[config.mk]
export PLATFORM = sky130hd
export DESIGN_NAME = icache
export DESIGN_NICKNAME = d
export VERILOG_FILES = /design/src/rtl/icache.sv
export SDC_FILE = /design/constraint.sdc
export NUM_CORES = 1
export LEC_CHECK = 0
export CORE_UTILIZATION = 40
export CTS_BUF_LIST = sky130_fd_sc_hd__clkbuf_16
export DETAILED_ROUTE_END_ITERATION = 10
export PLACE_DENSITY = 0.7
export REMOVE_ABC_BUFFERS = 1
export SKIP_LAST_GASP = 1
export SLEW_MARGIN = 20
export SYNTH_ARGS = -nofsm -noshare
export SYNTH_HDL_FRONTEND = slang
export SYNTH_SLANG_ARGS = --single-unit
[constraint.sdc]
create_clock -name clk_in -period 3.1 [get_ports clk_in]
set_clock_uncertainty 0.1 [all_clocks]
set_input_delay 0.62 -clock clk_in [delete_from_list [all_inputs] [get_ports clk_in]]
set_output_delay 0.62 -clock clk_in [all_outputs]
set_load 0.05 [all_outputs]
[src/rtl/icache.sv]
// Direct-mapped instruction cache, one 32-bit word per line.
// Hits answer one cycle after the fetch; a miss holds a single request to the memory controller until its word returns.
module icache #(
    parameter int INDEX_BITS = 4
) (
    input  logic        clk_in,
    input  logic        rst_in,
    input  logic        rdy_in,
    input  logic        clear_in,
    input  logic        fetch_valid,
    input  logic [31:0] fetch_pc,
    output logic        fetch_ready,
    output logic        inst_valid,
    output logic [31:0] inst,
    output logic        icache_in,
    output logic [31:0] icache_address_in,
    input  logic        icache_received,
    input  logic        icache_task_out,
    input  logic [31:0] value_load
);
    // state | meaning
    // IDLE  | accepting fetches; a hit is answered on the next cycle
    // REQ   | miss request held on icache_in until the controller accepts it
    // WAIT  | request accepted; waiting for the returned word

    localparam int LINES    = 1 << INDEX_BITS;
    localparam int TAG_BITS = 32 - INDEX_BITS - 2;

    typedef enum logic [1:0] {IDLE, REQ, WAIT} state_t;

    state_t                state_q, state_d;
    logic [LINES-1:0]      valid_q, valid_d;
    logic [TAG_BITS-1:0]   tag_q  [LINES];
    logic [TAG_BITS-1:0]   tag_d  [LINES];
    logic [31:0]           data_q [LINES];
    logic [31:0]           data_d [LINES];
    logic [31:2]           pc_q, pc_d;
    logic                  drop_q, drop_d;
    logic                  inst_valid_q, inst_valid_d;
    logic [31:0]           inst_q, inst_d;
    logic                  req_q, req_d;
    logic [31:0]           addr_q, addr_d;

    logic [INDEX_BITS-1:0] fetch_idx;
    logic [TAG_BITS-1:0]   fetch_tag;
    logic [INDEX_BITS-1:0] fill_idx;
    logic [TAG_BITS-1:0]   fill_tag;
    logic                  lookup_hit;
    logic [1:0]            unused_pc_bits;

    assign fetch_idx      = fetch_pc[INDEX_BITS+1:2];
    assign fetch_tag      = fetch_pc[31:INDEX_BITS+2];
    assign fill_idx       = pc_q[INDEX_BITS+1:2];
    assign fill_tag       = pc_q[31:INDEX_BITS+2];
    assign lookup_hit     = valid_q[fetch_idx] && (tag_q[fetch_idx] == fetch_tag);
    assign unused_pc_bits = fetch_pc[1:0];

    assign fetch_ready       = (state_q == IDLE) && !clear_in;
    assign inst_valid        = inst_valid_q;
    assign inst              = inst_q;
    assign icache_in         = req_q;
    assign icache_address_in = addr_q;

    always_comb begin
        state_d      = state_q;
        valid_d      = valid_q;
        tag_d        = tag_q;
        data_d       = data_q;
        pc_d         = pc_q;
        drop_d       = drop_q;
        inst_valid_d = inst_valid_q;
        inst_d       = inst_q;
        req_d        = req_q;
        addr_d       = addr_q;

        // With rdy_in low everything, including a pending inst_valid pulse, is frozen.
        if (rdy_in) begin
            inst_valid_d = 1'b0;
            case (state_q)
                IDLE: begin
                    drop_d = 1'b0;
                    if (fetch_valid && !clear_in) begin
                        pc_d = fetch_pc[31:2];
                        if (lookup_hit) begin
                            inst_valid_d = 1'b1;
                            inst_d       = data_q[fetch_idx];
                        end else begin
                            state_d = REQ;
                            req_d   = 1'b1;
                            addr_d  = {fetch_pc[31:2], 2'b00};
                        end
                    end
                end
                REQ: begin
                    drop_d = drop_q | clear_in;
                    if (icache_received) begin
                        req_d   = 1'b0;
                        state_d = WAIT;
                    end
                end
                WAIT: begin
                    drop_d = drop_q | clear_in;
                    if (icache_task_out) begin
                        // The line is filled even when the fetch was flushed.
                        valid_d[fill_idx] = 1'b1;
                        tag_d[fill_idx]   = fill_tag;
                        data_d[fill_idx]  = value_load;
                        state_d           = IDLE;
                        drop_d            = 1'b0;
                        if (!drop_q && !clear_in) begin
                            inst_valid_d = 1'b1;
                            inst_d       = value_load;
                        end
                    end
                end
                default: state_d = IDLE;
            endcase
        end
    end

    always_ff @(posedge clk_in or negedge rst_in) begin
        if (!rst_in) begin
            state_q      <= IDLE;
            valid_q      <= '0;
            for (int i = 0; i < LINES; i++) begin
                tag_q[i]  <= '0;
                data_q[i] <= '0;
            end
            pc_q         <= '0;
            drop_q       <= 1'b0;
            inst_valid_q <= 1'b0;
            inst_q       <= '0;
            req_q        <= 1'b0;
            addr_q       <= '0;
        end else begin
            state_q      <= state_d;
            valid_q      <= valid_d;
            tag_q        <= tag_d;
            data_q       <= data_d;
            pc_q         <= pc_d;
            drop_q       <= drop_d;
            inst_valid_q <= inst_valid_d;
            inst_q       <= inst_d;
            req_q        <= req_d;
            addr_q       <= addr_d;
        end
    end

endmodule

# After elaboration in Yosys (flattened, before gate mapping)
# Cells that the tools add are included.
[totals] n_memories=0 inputBits=71 regBits=1041 output_inout_bits=67 ramBits=0 romBits=0 elab_cells=116 latchBits=0
[classes] order_cmp=6 n_shift=0 n_reduce_logical=19 multipliers=0 n_addsub=0 n_eq_ne=9 n_bitwise=5 n_div=0 n_mux=37
[op_table] operator="$bwmux 512" n=1
[op_table] operator="$bwmux 416" n=1
[op_table] operator="$mux 32" n=7
[op_table] operator="$bmux 32 s4" n=1
[op_table] operator="$demux 32 s4" n=1
[op_table] operator="$bmux 26 s4" n=1
[op_table] operator="$demux 26 s4" n=1
[op_table] operator="$mux 26" n=3
[op_table] operator="$pmux 32 s2" n=1
[op_table] operator="$eq 26x26->1" n=1
[op_table] operator="$or 16x16->16" n=1
[op_table] operator="$ge 5x5->1 const B" n=2
[op_table] operator="$lt 4x5->1 const B" n=2
[op_table] operator="$mux 1" n=10
[op_table] operator="$ne 2x2->1 const B" n=5
[op_table] operator="$not 4->5" n=2
[op_table] operator="$reduce_and 5->1" n=2
[op_table] operator="$mux 2" n=4
[op_table] operator="$logic_and 1x1->1" n=6
[op_table] operator="$pmux 2 s3" n=1
[op_table] operator="$reduce_and 3->1" n=2
[op_table] operator="$reduce_and 6->1" n=1
[op_table] operator="$lt 5x1->1 const B" n=1
[op_table] operator="$bmux 1 s4" n=1
[op_table] operator="other kinds (15)" n=18

# Depth between registers and ports, before layout
[depth] depth_word=9 mapped_depth=14 ltp_nobuf=9

# Least setup slack after synthesis
# No wires, ideal clock.
[synth_path] kind="input-to-reg" startpoint="in fetch_pc[2]" endpoint="reg inst_q[5] (netlist: inst[5])" path_slack_ns=-0.562 required_ns=2.873 arrival_time_ns=3.434 n_path_buf=5 stages=9 setup_time_ns=0.127 cell_sequence="buf_6 -> buf_4 -> buf_4 -> buf_2 -> buf_1 -> mux4_2 -> mux4_2 -> mux2_2 -> mux2_1"
[synth_between] elab_chain_cells=8 elab_cells_between_ends=16 classes_between="eq/ne (2); mux (11); bitwise (1); reduce/logical (2)"
[synth_rtl] element="from (decl)" line_no="11" text="input logic [31:0] fetch_pc,"
[synth_rtl] element="$not 4->5 (implied by the code)" line_no="55, 86"
[synth_rtl] element="$bmux 26 s4" line_no="55" text="assign lookup_hit = valid_q[fetch_idx] && (tag_q[fetch_idx] == fetch_tag);"
[synth_rtl] element="$mux 26 (implied by the code) (2 in a row)" line_no="55"
[synth_rtl] element="$eq 26x26->1" line_no="55"
[synth_rtl] element="$logic_and 1x1->1" line_no="55"
[synth_rtl] element="$ne 2x2->1 (no line)"
[synth_rtl] element="$reduce_and 6->1 (no line)"
[synth_rtl] element="to (signal assigned)" line_no="143" text="inst_q <= inst_d;"
[synth_rtl] element="to (decl)" line_no="40" text="logic [31:0] inst_q, inst_d;"
# Parallel ways exist; a longest one is shown, timed or not. The select of a mux whose other input is x is not followed.
# A chain may end at the register's enable or synchronous reset.

# Worst setup path in the final report
[layout_path] startpoint="in fetch_pc[3]" endpoint="reg inst_q[10] (netlist: inst[10])"
# The elaborated chain is that of the path after synthesis.

==> summary.md <==
| Metric | Value |
|---|---|
| CP Max Fanout | 10 |
| TritonCTS clock tree | yes |
| Worst-Margin Slew | between 0.6 and 0.7 ns |
| Mux cell area share after synthesis | between 30% and 40% |
| Final setup margin | -0.2797 ns |
| Number of flops mapped to enable cells by yosys | 0 |
| Share of post-route cells with drive strength above 1 | 55.04% |
| Grt ovf | 0 |
| Largest family of logic cells by synthesized area | multiplexers |
| Crit path from | fetch_pc[3] |
| RSZ-0062 raised after global routing | true |
| Die height | 344.9 µm |
| Leakage Power | 27.16 nW |
| Critical path's most frequent cell | buf_4 |
| Via count | between 20000 and 30000 |
| Power consumption | 44.03 mW |
| Worst slack at placement | -1.272 ns |
| Area grow syn2layout | 21.04% |
| Initial Utilization | roughly two fifths |
| Final Hold Vio Count | 0 |
| Antenna-violating nets left | 0 |
| I/O pin total | 138 |
| Initial antenna violation count | 2 |
| Combinational power share | 25.0% |
| Clock Latency Late Sink | between 0.6 and 0.7 ns |
| FF-to-FF End | inst[10]$_DFFE_PN0P_ |
| Max Cap Viol | 0 |
| Hold Path Class | reg2reg |
| Commonest cells after routing, fill and taps aside | dfrtp_1, mux2_2, mux4_2, buf_4, clkdlybuf4s50_1 |
| CTS buffer count | 109 |
| Max incr delay on CP | roughly 0.43 ns |
| Detailed Routing Iterations Pass 1 | 5 |
| Vias in the first global route | just under 30000 |
| Clk root buf | clkbuf_16 |
| Post-synthesis xor/xnor area fraction | less than 1% |
| DR WL/cell | ~25 µm |
| Number of H-tree branching levels | 3 |
| Maximum vdd drop | approximately 0.0005 V |
| Crit path launch type | primary input |
| First-pass GRT wire length | about 190000 µm |
| Worst endpoint required time | between 3 and 4 ns |
| Final GP Congestion | 0.8445 |
| # port buffers | roughly 130 |
| Die area | about 120000 µm² |
| Max Freq | a little under 300 MHz |
| Nets | between 3000 and 4000 |
| Most common library cell in the layout ignoring fill and taps | dfrtp_1 |
| Slew HR | between 50% and 60% |
| Sw frac | 29.41% |
| Die width | 344.9 µm |
| Post-synthesis compound-gate area fraction | under 10% |
| Placeable Area | between 100000 and 150000 µm² |
| Worst r2r path cells | 12 |
| Final Non-Filler Cells | between 4000 and 5000 |
| DP Cell Count | roughly 4600 |
| Fin Setup TNS | -14.02 ns |
| Minimum clock period after layout | 3.380 ns |
| Main synth FF type | dfrtp_1 |
| DPL Wire Length | 74500 µm |
| CTS Buffer Depth | 3 |
| DRC | 0 |
| Switch Pwr | roughly 13 mW |
| Critical Path End | inst[10]$_DFFE_PN0P_ |
| Post-Synthesis Cells | 2929 |
| Critical path type | in2reg |
| CTS Sinks | 1041 |
| Cell Area, Synth | about 47000 µm² |
| Final Core Density | about half |
| Outcome | finished with violations |
| Crit path DAT | around 3.8 ns |
| Clock share of power | around 29% |
| Ys async rst share | between 90% and 100% |
| Sequential area share after synthesis | between 50% and 60% |
| Yosys warnings | 0 |
| Row cnt | between 100 and 150 |
| CP max stage cell | nor4b_4 |
| Seq cells post-synth | about 1000 |
| Clk slew on worst S/H paths | 0.06 ns |
| Initial DRC count | 1758 |
| Int Power | roughly 31 mW |
| Sequential fraction of design power | a little under half |
| Vias per cell | roughly 5.6 |
| Netlist cell types | 61 |
| Simple-gate area share of the yosys netlist | 1.740% |
| Violated checks | negative setup slack |
| Gr usage total | 21.19% |
| FF-to-FF Start | tag_q[220]$_DFFE_PN0P_ |
| Tcrit/Tclk final | 109.0% |
| Cell Chain, Critical Path | bufbuf_16 -> buf_4 -> nor2b_1 -> buf_4 -> a22oi_1 -> nand2_1 -> a221oi_2 -> o2111ai_4 -> nor4b_4 -> nand4_1 -> a21oi_4 -> buf_12 -> buf_16 -> mux2_4 |
| Max-slew violation count | 0 |
| Post-synthesis adder-cell area fraction | less than 1% |
| Mean post-synth cell area | 16.06 µm² |
| Final setup vio count | 63 |
| Largest net degree at the start of global routing | roughly 110 |
| Flop2flop setup slack | -0.27 ns |
| CP Capture Type | flop |
| Post-Route WL | roughly 120000 µm |
| Power Dens Cells | about 770 nW/µm² |
[layout make-up]
class | count | area [µm²]
fillers | 9785 | 59420
flip-flops and latches | 1041 | 26050
multi-input cells | 1631 | 20370
repair buffers | 435 | 5076
clock buffers | 112 | 2803
well taps | 1524 | 1907
clock inverters | 93 | 690.7
inverters | 9 | 33.78
diodes | 1 | 2.502
[power groups by stage]
stage | Clock (mW) | Sequential (mW) | Combinational, mW
after floorplan | 0 | 20.7 | 6.04
after global placement | 0 | 20.3 | 10.2
after detailed placement | 0 | 20.4 | 10.5
after CTS | 13.1 | 20.2 | 10.9
after global routing | 13.7 | 20.8 | 11.7
final | 12.8 | 20.2 | 11.0
[Yosys cell counts (3+ instances only)]
| cell | instances | share of area (%) |
|---|---|---|
| mux4_2 | 248 | 12 |
| a211oi_1 | 5 | 0.080 |
| nor3_1 | 7 | 0.074 |
| a211o_1 | 3 | 0.056 |
| buf_4 | 15 | 0.24 |
| a22oi_1 | 13 | 0.21 |
| nor2_1 | 15 | 0.12 |
| xnor2_1 | 20 | 0.37 |
| nand2b_1 | 19 | 0.25 |
| and3_1 | 7 | 0.093 |
| a221oi_1 | 3 | 0.056 |
| nand4b_1 | 3 | 0.056 |
| buf_6 | 6 | 0.14 |
| clkbuf_1 | 133 | 1.1 |
| o21ai_0 | 11 | 0.12 |
| inv_1 | 8 | 0.064 |
| mux2i_1 | 69 | 1.5 |
| mux2_2 | 1056 | 25 |
| buf_2 | 34 | 0.36 |
| nor4b_1 | 3 | 0.056 |
| nand4_1 | 3 | 0.040 |
| or3_1 | 4 | 0.053 |
| xor2_1 | 14 | 0.26 |
| a21oi_1 | 7 | 0.074 |
| or2_2 | 9 | 0.12 |
| dfrtp_1 | 1041 | 55 |
| a31oi_1 | 5 | 0.066 |
| nand3_1 | 19 | 0.20 |
| nand2_1 | 27 | 0.22 |
| ha_1 | 4 | 0.11 |
| a2111oi_0 | 3 | 0.056 |
| buf_1 | 61 | 0.49 |
| and2_1 | 4 | 0.053 |
| nor4_1 | 4 | 0.053 |
| nor2b_1 | 9 | 0.12 |
[registers in the layout, indices dropped and copies added, names as in the netlist]
signal / flops
inst_valid: 1
icache_in: 1
icache_address_in: 30
inst: 32
tag_q: 416
valid_q: 16
pc_q: 30
state_q: 2
drop_q: 1
data_q: 512
[through the flow]
| step | instance area, µm² | hold slack [ns] |
|---|---|---|
| 2_1_floorplan | 45970 | 0.2244 |
| 6_report | 56940 | 0.3635 |
| 3_5_place_dp | 52410 | 0.3478 |
| 5_1_grt | 56930 | 0.3771 |
| 4_1_cts | 56640 | 0.3626 |
| 3_3_place_gp | 52410 | 0.3435 |
[worst min-delay path by stage]
stage / startpoint / end / slack, ns / cells past startpoint
final: valid_q[11]$_DFFE_PN0P_ / valid_q[11]$_DFFE_PN0P_ / 0.36 / 1
after global routing: valid_q[13]$_DFFE_PN0P_ / valid_q[13]$_DFFE_PN0P_ / 0.38 / 1
after CTS: valid_q[7]$_DFFE_PN0P_ / valid_q[7]$_DFFE_PN0P_ / 0.36 / 1
after detailed placement: valid_q[3]$_DFFE_PN0P_ / valid_q[3]$_DFFE_PN0P_ / 0.35 / 1
after global placement: valid_q[6]$_DFFE_PN0P_ / valid_q[6]$_DFFE_PN0P_ / 0.34 / 1
after floorplan: rst_in / data_q[0]$_DFFE_PN0P_ / 0.22 / 0
[kinds of logic after synthesis]
logic type / Yosys count
AOI/OAI and AO/OA: 72
xor gates and xnor gates: 34
adders and majority gates: 4
buffers and inverters: 258
DFF: 1041
muxes: 1374
other: 1
and+or+nand+nor: 145
[timing repair]
action | in CTS | in global routing
hold buffers | 1 | 0
setup endpoints to repair | 66 | 66
cloned | 9 | 2
buffers inserted | 14 | 13
pin swaps | 17 | 10
resized for setup | 66 | 32
hold endpoints to repair | 23 | 0
[worst max-delay path, delay by kind of cell]
kind | cells | cell delay [ns]
compound gates | 4 | 1.01
simple gates | 4 | 0.91
mux | 1 | 0.31
buf+inv | 5 | 0.94
[layer usage]
metal / vias up / global-route usage [%] / wire length, µm
met5: - / 0 / 0
met2: 585 / 33.90 / 58430
li1: 11560 / - / -
met1: 14880 / 30.45 / 56250
met3: 174 / 2.963 / 5637
met4: 0 / 5.369 / 2659
Note: power is estimated with default switching activity, not from simulation.
